`config.mk`:
```
export PLATFORM = sky130hd
export DESIGN_NAME = form_wave_gen
export DESIGN_NICKNAME = d
export VERILOG_FILES = /design/src/rtl/form_wave_gen.sv
export SDC_FILE = /design/constraint.sdc
export NUM_CORES = 1
export LEC_CHECK = 0
export ABC_AREA = 1
export BUFFER_PORTS_ARGS = -buffer_cell sky130_fd_sc_hd__buf_2
export CAP_MARGIN = 10
export CORE_MARGIN = 2
export CORE_UTILIZATION = 50
export CTS_BUF_LIST = sky130_fd_sc_hd__clkbuf_8
export DETAILED_ROUTE_END_ITERATION = 12
export GPL_TIMING_DRIVEN = 0
export PLACE_DENSITY = 0.71
export SLEW_MARGIN = 20
export SYNTH_ARGS = -nofsm -noshare
export SYNTH_HDL_FRONTEND = slang
export SYNTH_SLANG_ARGS = --single-unit
export TNS_END_PERCENT = 1
```
`constraint.sdc`:
```
create_clock -name CLK -period 5 [get_ports CLK]
set_input_delay 0.5 -clock CLK [delete_from_list [all_inputs] [get_ports CLK]]
set_output_delay 0.5 -clock CLK [all_outputs]
set_load 0.01 [all_outputs]
```
`src/rtl/form_wave_gen.sv`:
```
// form_wave_gen: DDS waveform generator with glitch-free form switching, amplitude scaling and wrap SYNC
//   CLK, RESET (async, active low)
//   EN        : accumulator advance enable
//   FREQ      : phase increment per enabled cycle
//   PHASE_OFS : phase offset applied after the accumulator
//   FORM      : requested shape (saw, reverse saw, triangle, square, pulse, noise)
//   PULSE_W   : pulse high width for the pulse shape
//   AMP       : unsigned amplitude, all-ones = unity
//   DOUT      : registered sample, SYNC : first post-wrap sample strobe, FORM_ACT : applied form
module form_wave_gen #(
  parameter int PHASE_W = 32,
  parameter int OUT_W = 16,
  parameter int PW_W = 8,
  parameter int SYNC_MODE = 1,
  parameter logic [31:0] LFSR_SEED = 32'hACE1ACE1
) (
  input  logic               CLK,
  input  logic               RESET,
  input  logic               EN,
  input  logic [PHASE_W-1:0] FREQ,
  input  logic [PHASE_W-1:0] PHASE_OFS,
  input  logic [2:0]         FORM,
  input  logic [PW_W-1:0]    PULSE_W,
  input  logic [OUT_W-1:0]   AMP,
  output logic [OUT_W-1:0]   DOUT,
  output logic               SYNC,
  output logic [2:0]         FORM_ACT
);
  logic [PHASE_W-1:0] acc, p;
  logic [PHASE_W:0] sum;
  logic wrap, w1, w2;
  logic [OUT_W-1:0] t, u, noise, shape_d, shape_q;
  logic [PW_W-1:0] pw_ph;
  logic [31:0] lfsr;
  logic [OUT_W:0] amp1;
  logic [2*OUT_W:0] prod;
  assign sum = {1'b0, acc} + {1'b0, FREQ};
  assign wrap = EN & sum[PHASE_W];
  assign p = acc + PHASE_OFS;
  // shifts instead of part-selects keep the unused low phase bits out of the slices
  assign t = OUT_W'(p >> (PHASE_W - OUT_W));
  assign u = OUT_W'(p >> (PHASE_W - 1 - OUT_W));
  assign pw_ph = PW_W'(p >> (PHASE_W - PW_W));
  assign noise = OUT_W'(lfsr >> (32 - OUT_W));
  assign amp1 = {1'b0, AMP} + (OUT_W+1)'(1);
  assign prod = (2*OUT_W+1)'(shape_q) * (2*OUT_W+1)'(amp1);
  always_comb begin
    shape_d = '0;
    case (FORM_ACT)
      3'b000: shape_d = t;
      3'b001: shape_d = ~t;
      3'b010: shape_d = p[PHASE_W-1] ? ~u : u;
      3'b011: shape_d = p[PHASE_W-1] ? '1 : '0;
      3'b100: shape_d = (pw_ph < PULSE_W) ? '1 : '0;
      3'b101: shape_d = noise;
      default: shape_d = '0;
    endcase
  end
  always_ff @(posedge CLK or negedge RESET)
    if (!RESET) begin
      acc <= '0;
      FORM_ACT <= '0;
      shape_q <= '0;
      DOUT <= '0;
      {SYNC, w2, w1} <= '0;
      lfsr <= LFSR_SEED;
    end else begin
      acc <= EN ? sum[PHASE_W-1:0] : acc;
      // form_act updates on the same edge as the post-wrap acc, so the new form starts on that sample
      FORM_ACT <= (SYNC_MODE == 0 || wrap || !EN) ? FORM : FORM_ACT;
      shape_q <= shape_d;
      DOUT <= OUT_W'(prod >> OUT_W);
      {SYNC, w2, w1} <= {w2, w1, wrap};
      lfsr <= wrap ? ((lfsr >> 1) ^ (lfsr[0] ? 32'h80200003 : 32'h0)) : lfsr;
    end
endmodule

```
# After elaboration in Yosys (flattened, before gate mapping)
# Cells that the tools add are included.
[totals]
ff_bits = 102
wordCells = 30
inputBits = 94
[classes]
reduce_logical = 3
mul = 1
n_addsub = 3
eq_ne = 5
n_lt_le_gt_ge = 1
n_bitwise = 4
n_mux = 5
[ops]
columns = ["cell", "count"]
rows = [
  ["one-hot mux 16 bit (6 select lines)", 1],
  ["2-to-1 mux 16 bit", 3],
  ["adder 32 x 32 -> 33 bit", 1],
  ["adder 32 bit", 1],
  ["multiplier 16 x 17 -> 32 bit", 1],
  ["2-to-1 mux 32 bit", 1],
  ["inverter 16 bit", 2],
  ["bitwise XOR 31 x 32 -> 32 bit", 1],
  ["adder 16 x 1 -> 17 bit (second input constant)", 1],
  ["less-than comparator 8 bit", 1],
  ["== test 3 x 2 -> 1 bit (second input constant)", 2],
  ["== test 3 bit (second input constant)", 2],
  ["== test 3 x 1 -> 1 bit (second input constant)", 1],
  ["logical NOT 3 bit", 1],
  ["AND 1 bit", 1],
  ["logical NOT 1 bit", 1],
  ["logical OR 1 bit", 1],
]

# Logic depth before layout (Yosys ltp)
# Gate-level depths: netlist of the first run.
[depth]
depth_word = 4
mapped_depth = 34

# Worst setup path before layout of the first run
# Ideal clock, no wire load.
[synth_timing]
path_type = "in2reg"
from = "input port AMP[0]"
to = "register DOUT[14]"
setup_ps = 131
path_slack_ps = -1574
n_path_buf = 0
path_stages = 33
t_required_ps = 4869
arrival_time_ps = 6443
cell_sequence = "ha_1 -> nand2_1 -> nor2_1 -> nand2_1 -> nor2_2 -> nand2_1 -> nor2_2 -> nand2_1 -> nor3_2 -> nand2_2 -> nand2_1 -> nand2_2 -> inv_1 -> nand2_1 -> fa_1 -> fa_1 -> fa_1 -> inv_1 -> fa_1 -> fa_1 -> inv_1 -> fa_1 -> inv_1 -> ha_1 -> a21oi_1 -> o21ai_0 -> a21oi_1 -> inv_1 -> a21oi_1 -> nand2_1 -> a21oi_1 -> o21ai_0 -> xor2_1"
[synth_via]
elab_chain_len = 2
[synth_rtl]
columns = ["item", "line", "rtl"]
rows = [
  ["from (decl)", "24", "input logic [OUT_W-1:0] AMP,"],
  ["adder 16 x 1 -> 17 bit", "45", "assign amp1 = {1'b0, AMP} + (OUT_W+1)'(1);"],
  ["multiplier 16 x 17 -> 32 bit", "46", "assign prod = (2*OUT_W+1)'(shape_q) * (2*OUT_W+1)'(amp1);"],
  ["net prod[30]", "36", "logic [2*OUT_W:0] prod;"],
  ["to (signal assigned)", "72", "DOUT <= OUT_W'(prod >> OUT_W);"],
  ["to (decl)", "25", "output logic [OUT_W-1:0] DOUT,"],
]
# The timed path passes the listed nets, and every way through them passes these cells.
# A chain may end at the register's enable or synchronous reset.

# Worst setup path after layout of the first run
[layout_timing]
from = "input port AMP[1]"
to = "register DOUT[12]"
# Same word-level chain as after synthesis.

==> impl_metrics.ini, run 1 <==
[critical_path]
cp-end-kind = flip-flop
crit_type = input pin to flip-flop
critical_path_buf_inv_count = 6
slowest_delay_ns = 0.58
arrival_ns = 6.77
cp.required_ns = 5.32
rr_startpoint = shape_q[11]
cpMostUsedCell = fa_1
worstPathMaxFanout = 10
startpoint = AMP[1]
cpLargestDelayFamily = adder cells
start_kind = input pin
critical-path-slowest-cell = clkbuf_1

[cells_and_area]
n_fill_cell = 3201
nets = 2962
multi_input_area_um2 = 13100
final_area_um2 = 19200
post_route_cells_drive_above_1_share = 0.128
final-seq-area_um2 = 2570
syn2layout_area_growth_pct = 13.0
fin_util = 0.573
layout_common_cells = nand2_1, inv_1, nor2_1, fa_1, ha_1
n_antenna_cell = 0
final_common_cell = nand2_1

[synthesis]
yosysUniqueCellTypes = 51
synth_nets = 2802
yosysSeqAreaShare = 0.151
syn_inst = 2333
synth_area_um2 = 17000
ys_ff_latch = 102
synth_warnings = 0
async_reset_ff_frac = 1.00
ys.flop_type = dfrtp_1
synth_edf_count = 0
syn_avg_cell_area_um2 = 7.28

[sta]
slew_headroom = 0.341
finalHoldViolCount = 0
hold_ws_ns = 0.282
rsz0062_at_grt = true
worst_pin_slew_ns = 0.980
setup_viol = 16
fmax_mhz = 155
setup_ws_ns = -1.46
period_share = 1.29
skew_ns = 0.0252
slew_violations = 0
period_minus_slack_ns = 6.46

[detailed_routing]
antenna_left = 0
drt-total-wl_um = 51200
wl_per_cell_um = 17.4
via_per_inst = 5.41
vias = 16000
drtIter0Drc = 1201
first_pass_iters = 6
drcViolationCount = 0

[place]
gp_congestion = 0.939
port_buffers = 113
place_area_um2 = 18300
place_hpwl_um = 42400

[global_route]
antenna_found_initial = 0
grt_max_degree = 78
grt_pass1_vias = 16300
globalRouteOverflowTotal = 0
grt_pass1_wl_um = 84100
grt_use_total = 0.300

[floorplan]
io_pins = 114
die_h_um = 188
die_w_um = 188
coreArea_um2 = 33500
rows = 67
start_util = 0.507
die_area_um2 = 35500

[cts]
cts_tree = yes
clkLatencyLatePin_ns = 0.41
cts.sinks = 102
htree_levels = 3
cts_buffers = 9
cts_root_buf = clkbuf_8
path_clk_slew_ns = 0.12
cts.path.max_buffers = 2

[worst_hold_path]
hp-class = input pin to flip-flop
worstHoldStart = FORM[0]

[run]
drv_cap = 0

[run_status]
violations = negative setup slack
status = finished with violations
worst min-delay path: stages:
cell	delay, ns
buf_2	0.08
nand2_1	0.04
nand2_1	0.05
cell usage after synthesis (15+ instances only):
cell type	count	share of area
o21bai_1	15	0.0066
xor2_1	31	0.016
dfstp_2	16	0.025
ha_1	168	0.12
a21o_1	17	0.0075
xnor2_1	20	0.010
fa_1	207	0.24
o21ai_0	86	0.025
inv_1	411	0.091
nand4_1	21	0.0077
nor3_1	31	0.0091
nand2_1	585	0.13
clkbuf_1	35	0.0077
nand3_1	118	0.035
dfrtp_1	86	0.13
nor2_1	280	0.062
a21oi_1	108	0.032
metal layers:
metal  share of wire  vias up  track usage
met5               0        -            0
li1                -     7588            -
met1            0.41     7641        0.388
met2            0.48      610        0.516
met4           0.040        0        0.112
met3           0.067      111       0.0373
cells by family (layout without fill, tap and decap cells):
group | count (synthesis) | in the layout | synth area share
simple gates | 1072 | 1072 | 0.259
flops | 102 | 102 | 0.151
fa+ha+maj | 375 | 375 | 0.368
xor+xnor | 51 | 51 | 0.0263
compound gates | 264 | 264 | 0.0894
buf+inv | 469 | 634 | 0.107
final timing paths:
| check | slack [ns] | cells past startpoint | endpoint |
|---|---|---|---|
| worst max register to register | -1.36 | 22 | DOUT[12] |
| min in group asynchronous | 0.51 | 2 | acc[7] |
| worst min register to register | 0.35 | 0 | SYNC |
| max in group asynchronous | 3.75 | 3 | lfsr[31] |
| worst min-delay path | 0.28 | 3 | FORM_ACT[0] |
| worst max-delay path | -1.46 | 28 | DOUT[12] |
metrics by stage:
stage          cells  TNS, ns  setup WS [ns]
2_1_floorplan   2333   -18.65          -1.34
3_3_place_gp    2894   -36.49          -2.58
3_5_place_dp    2895   -37.63          -2.69
4_1_cts         2941   -17.73          -1.29
5_1_grt         2946   -22.39          -1.67
6_report        2946   -18.63          -1.46
state kept, by name, summed over array words and instances (netlist names):
signal / flops
acc: 32
lfsr: 32
DOUT: 16
shape_q: 16
FORM_ACT: 3
SYNC: 1
w1: 1
w2: 1
what timing repair did:
| action | in CTS | in global routing |
|---|---|---|
| gates resized for setup | 101 | 18 |
| hold buffers | 1 | 0 |
| setup buffers | 29 | 5 |
| pin swaps | 48 | 19 |
| endpoints found under the setup margin | 16 | 16 |
| endpoints found under the hold margin | 25 | 0 |
layout make-up:
type	count	area share
Multi-Input combinational cell	1762	0.683
Sequential cell	102	0.134
Inverter	421	0.0840
Timing Repair Buffer	149	0.0471
Tap cell	448	0.0292
Buffer	48	0.0125
Clock buffer	9	0.00645
Clock inverter	7	0.00352
Power of run 1 is not shown: default switching activity piles up to over one toggle a cycle in this logic, so the estimate is an artifact.
==> run 2, diff against run 1 <==
- SKIP_CTS_REPAIR_TIMING: default -> 1
==> run 2 against run 1 <==
The flow still finishes with violations (negative setup slack). Routed wire length hardly changed. Global-route usage shrank 0.60 points. Non-clock buffer count down 3. Highest routed layer unchanged.
==> impl_metrics.ini, run 2 (synthesis results as in run 1) <==
[cts]
cts_root_buf = clkbuf_8
path_clk_slew_ns = 0.12
clkLatencyLatePin_ns = 0.41
cts.sinks = 102
cts.path.max_buffers = 2
cts_tree = yes
htree_levels = 3
cts_buffers = 9

[cells_and_area]
final_common_cell = nand2_1
n_antenna_cell = 0
syn2layout_area_growth_pct = 12.4
nets = 2959
layout_common_cells = nand2_1, inv_1, nor2_1, fa_1, ha_1
n_fill_cell = 3234
fin_util = 0.570
finalNonFillerCells = 2943
post_route_cells_drive_above_1_share = 0.119
final_area_um2 = 19100
top_regs = acc x32, lfsr x32

[detailed_routing]
antenna_left = 0
wl_per_cell_um = 17.4
first_pass_iters = 6
via_per_inst = 5.39
vias = 15900
drtIter0Drc = 1227
drcViolationCount = 0
drt-total-wl_um = 51200

[place]
dp.cells = 2895
place_area_um2 = 18300
port_buffers = 113
gp_congestion = 0.939
place_hpwl_um = 42400

[floorplan]
start_util = 0.507
die_h_um = 188
die_area_um2 = 35500
die_w_um = 188
rows = 67
coreArea_um2 = 33500
io_pins = 114

[sta]
rsz0062_at_grt = true
slew_headroom = 0.343
fin_tns_setup_ns = -21.54
skew_ns = 0.0270
period_minus_slack_ns = 6.56
period_share = 1.31
slew_violations = 0
setup_ws_ns = -1.56
setup_viol = 16
fmax_mhz = 152
finalHoldViolCount = 0
worst_pin_slew_ns = 0.982

[run]
drv_cap = 0

[run_status]
violations = negative setup slack
status = finished with violations

[critical_path]
worstPathMaxFanout = 10
start_kind = flip-flop
cp-end-kind = flip-flop
cp.required_ns = 5.28
arrival_ns = 6.85
crit_type = flip-flop to flip-flop

[global_route]
grt_pass1_vias = 16000
grt_use_total = 0.294
grt_pass1_wl_um = 82500
grt_max_degree = 78
antenna_found_initial = 0
globalRouteOverflowTotal = 0

[worst_hold_path]
hp-class = input pin to flip-flop
-- run 2: cell count changes in the layout (fill, tap and decap cells not counted), moves of 4 or more --
cell        before  now
buf_4           35   31
clkbuf_1        29   34
clkbuf_2         6    1
clkinv_2         5    1
clkinvlp_4       2   10
nand2_1        560  566
nand2_2         22   17
-- run 2: final timing paths --
| kind | slack (ns) | to | startpoint | depth (start not counted) |
|---|---|---|---|---|
| max in group asynchronous | 3.75 | lfsr[31] | RESET | 3 |
| max reg2reg | -1.56 | DOUT[13] | shape_q[7] | 21 |
| min reg2reg | 0.35 | SYNC | w2 | 0 |
| max | -1.56 | DOUT[13] | shape_q[7] | 21 |
| min | 0.28 | FORM_ACT[0] | FORM[0] | 3 |
| min in group asynchronous | 0.52 | acc[7] | RESET | 2 |
-- run 2: metal layers --
metal  vias to the layer above  part of all wire  GRT usage
li1                       7574                 -          -
met1                      7598              0.42      0.387
met2                       589              0.48      0.507
met3                       105             0.062     0.0328
met4                         0             0.035     0.0977
met5                         -                 0          0
-- run 2: area by class of cell --
cell class / count / area (um2) / share of cell area
buffer: 48 / 234 / 0.0122
clock buffer: 9 / 124 / 0.00648
clock inverter: 7 / 67.6 / 0.00354
inverter: 421 / 1620 / 0.0849
multi-input combinational: 1762 / 13000 / 0.682
sequential: 102 / 2570 / 0.135
tap: 448 / 561 / 0.0293
timing repair buffer: 146 / 890 / 0.0466
-- run 2: metrics by stage --
step	setup slack [ns]	hold WS [ns]
2_1_floorplan	-1.34	0.204
6_report	-1.56	0.283
5_1_grt	-1.77	0.298
3_5_place_dp	-2.69	0.335
3_3_place_gp	-2.58	0.337
4_1_cts	-2.30	-0.0589
-- run 2: critical path, stage by stage (launching register included) --
cell and delay (ns):
dfrtp_1 0.38, clkbuf_1 0.46, clkbuf_1 0.54, nand2_1 0.18, fa_1 0.56, inv_1 0.05
fa_1 0.49, inv_1 0.06, fa_1 0.54, inv_1 0.06, fa_2 0.48, fa_1 0.50
inv_1 0.06, fa_1 0.48, inv_1 0.06, ha_1 0.37, nand2_1 0.18, nor4_2 0.41
nand3_1 0.14, nand3_2 0.16, a31oi_1 0.12, xor2_1 0.17
Power of run 2 is left out for the same reason.
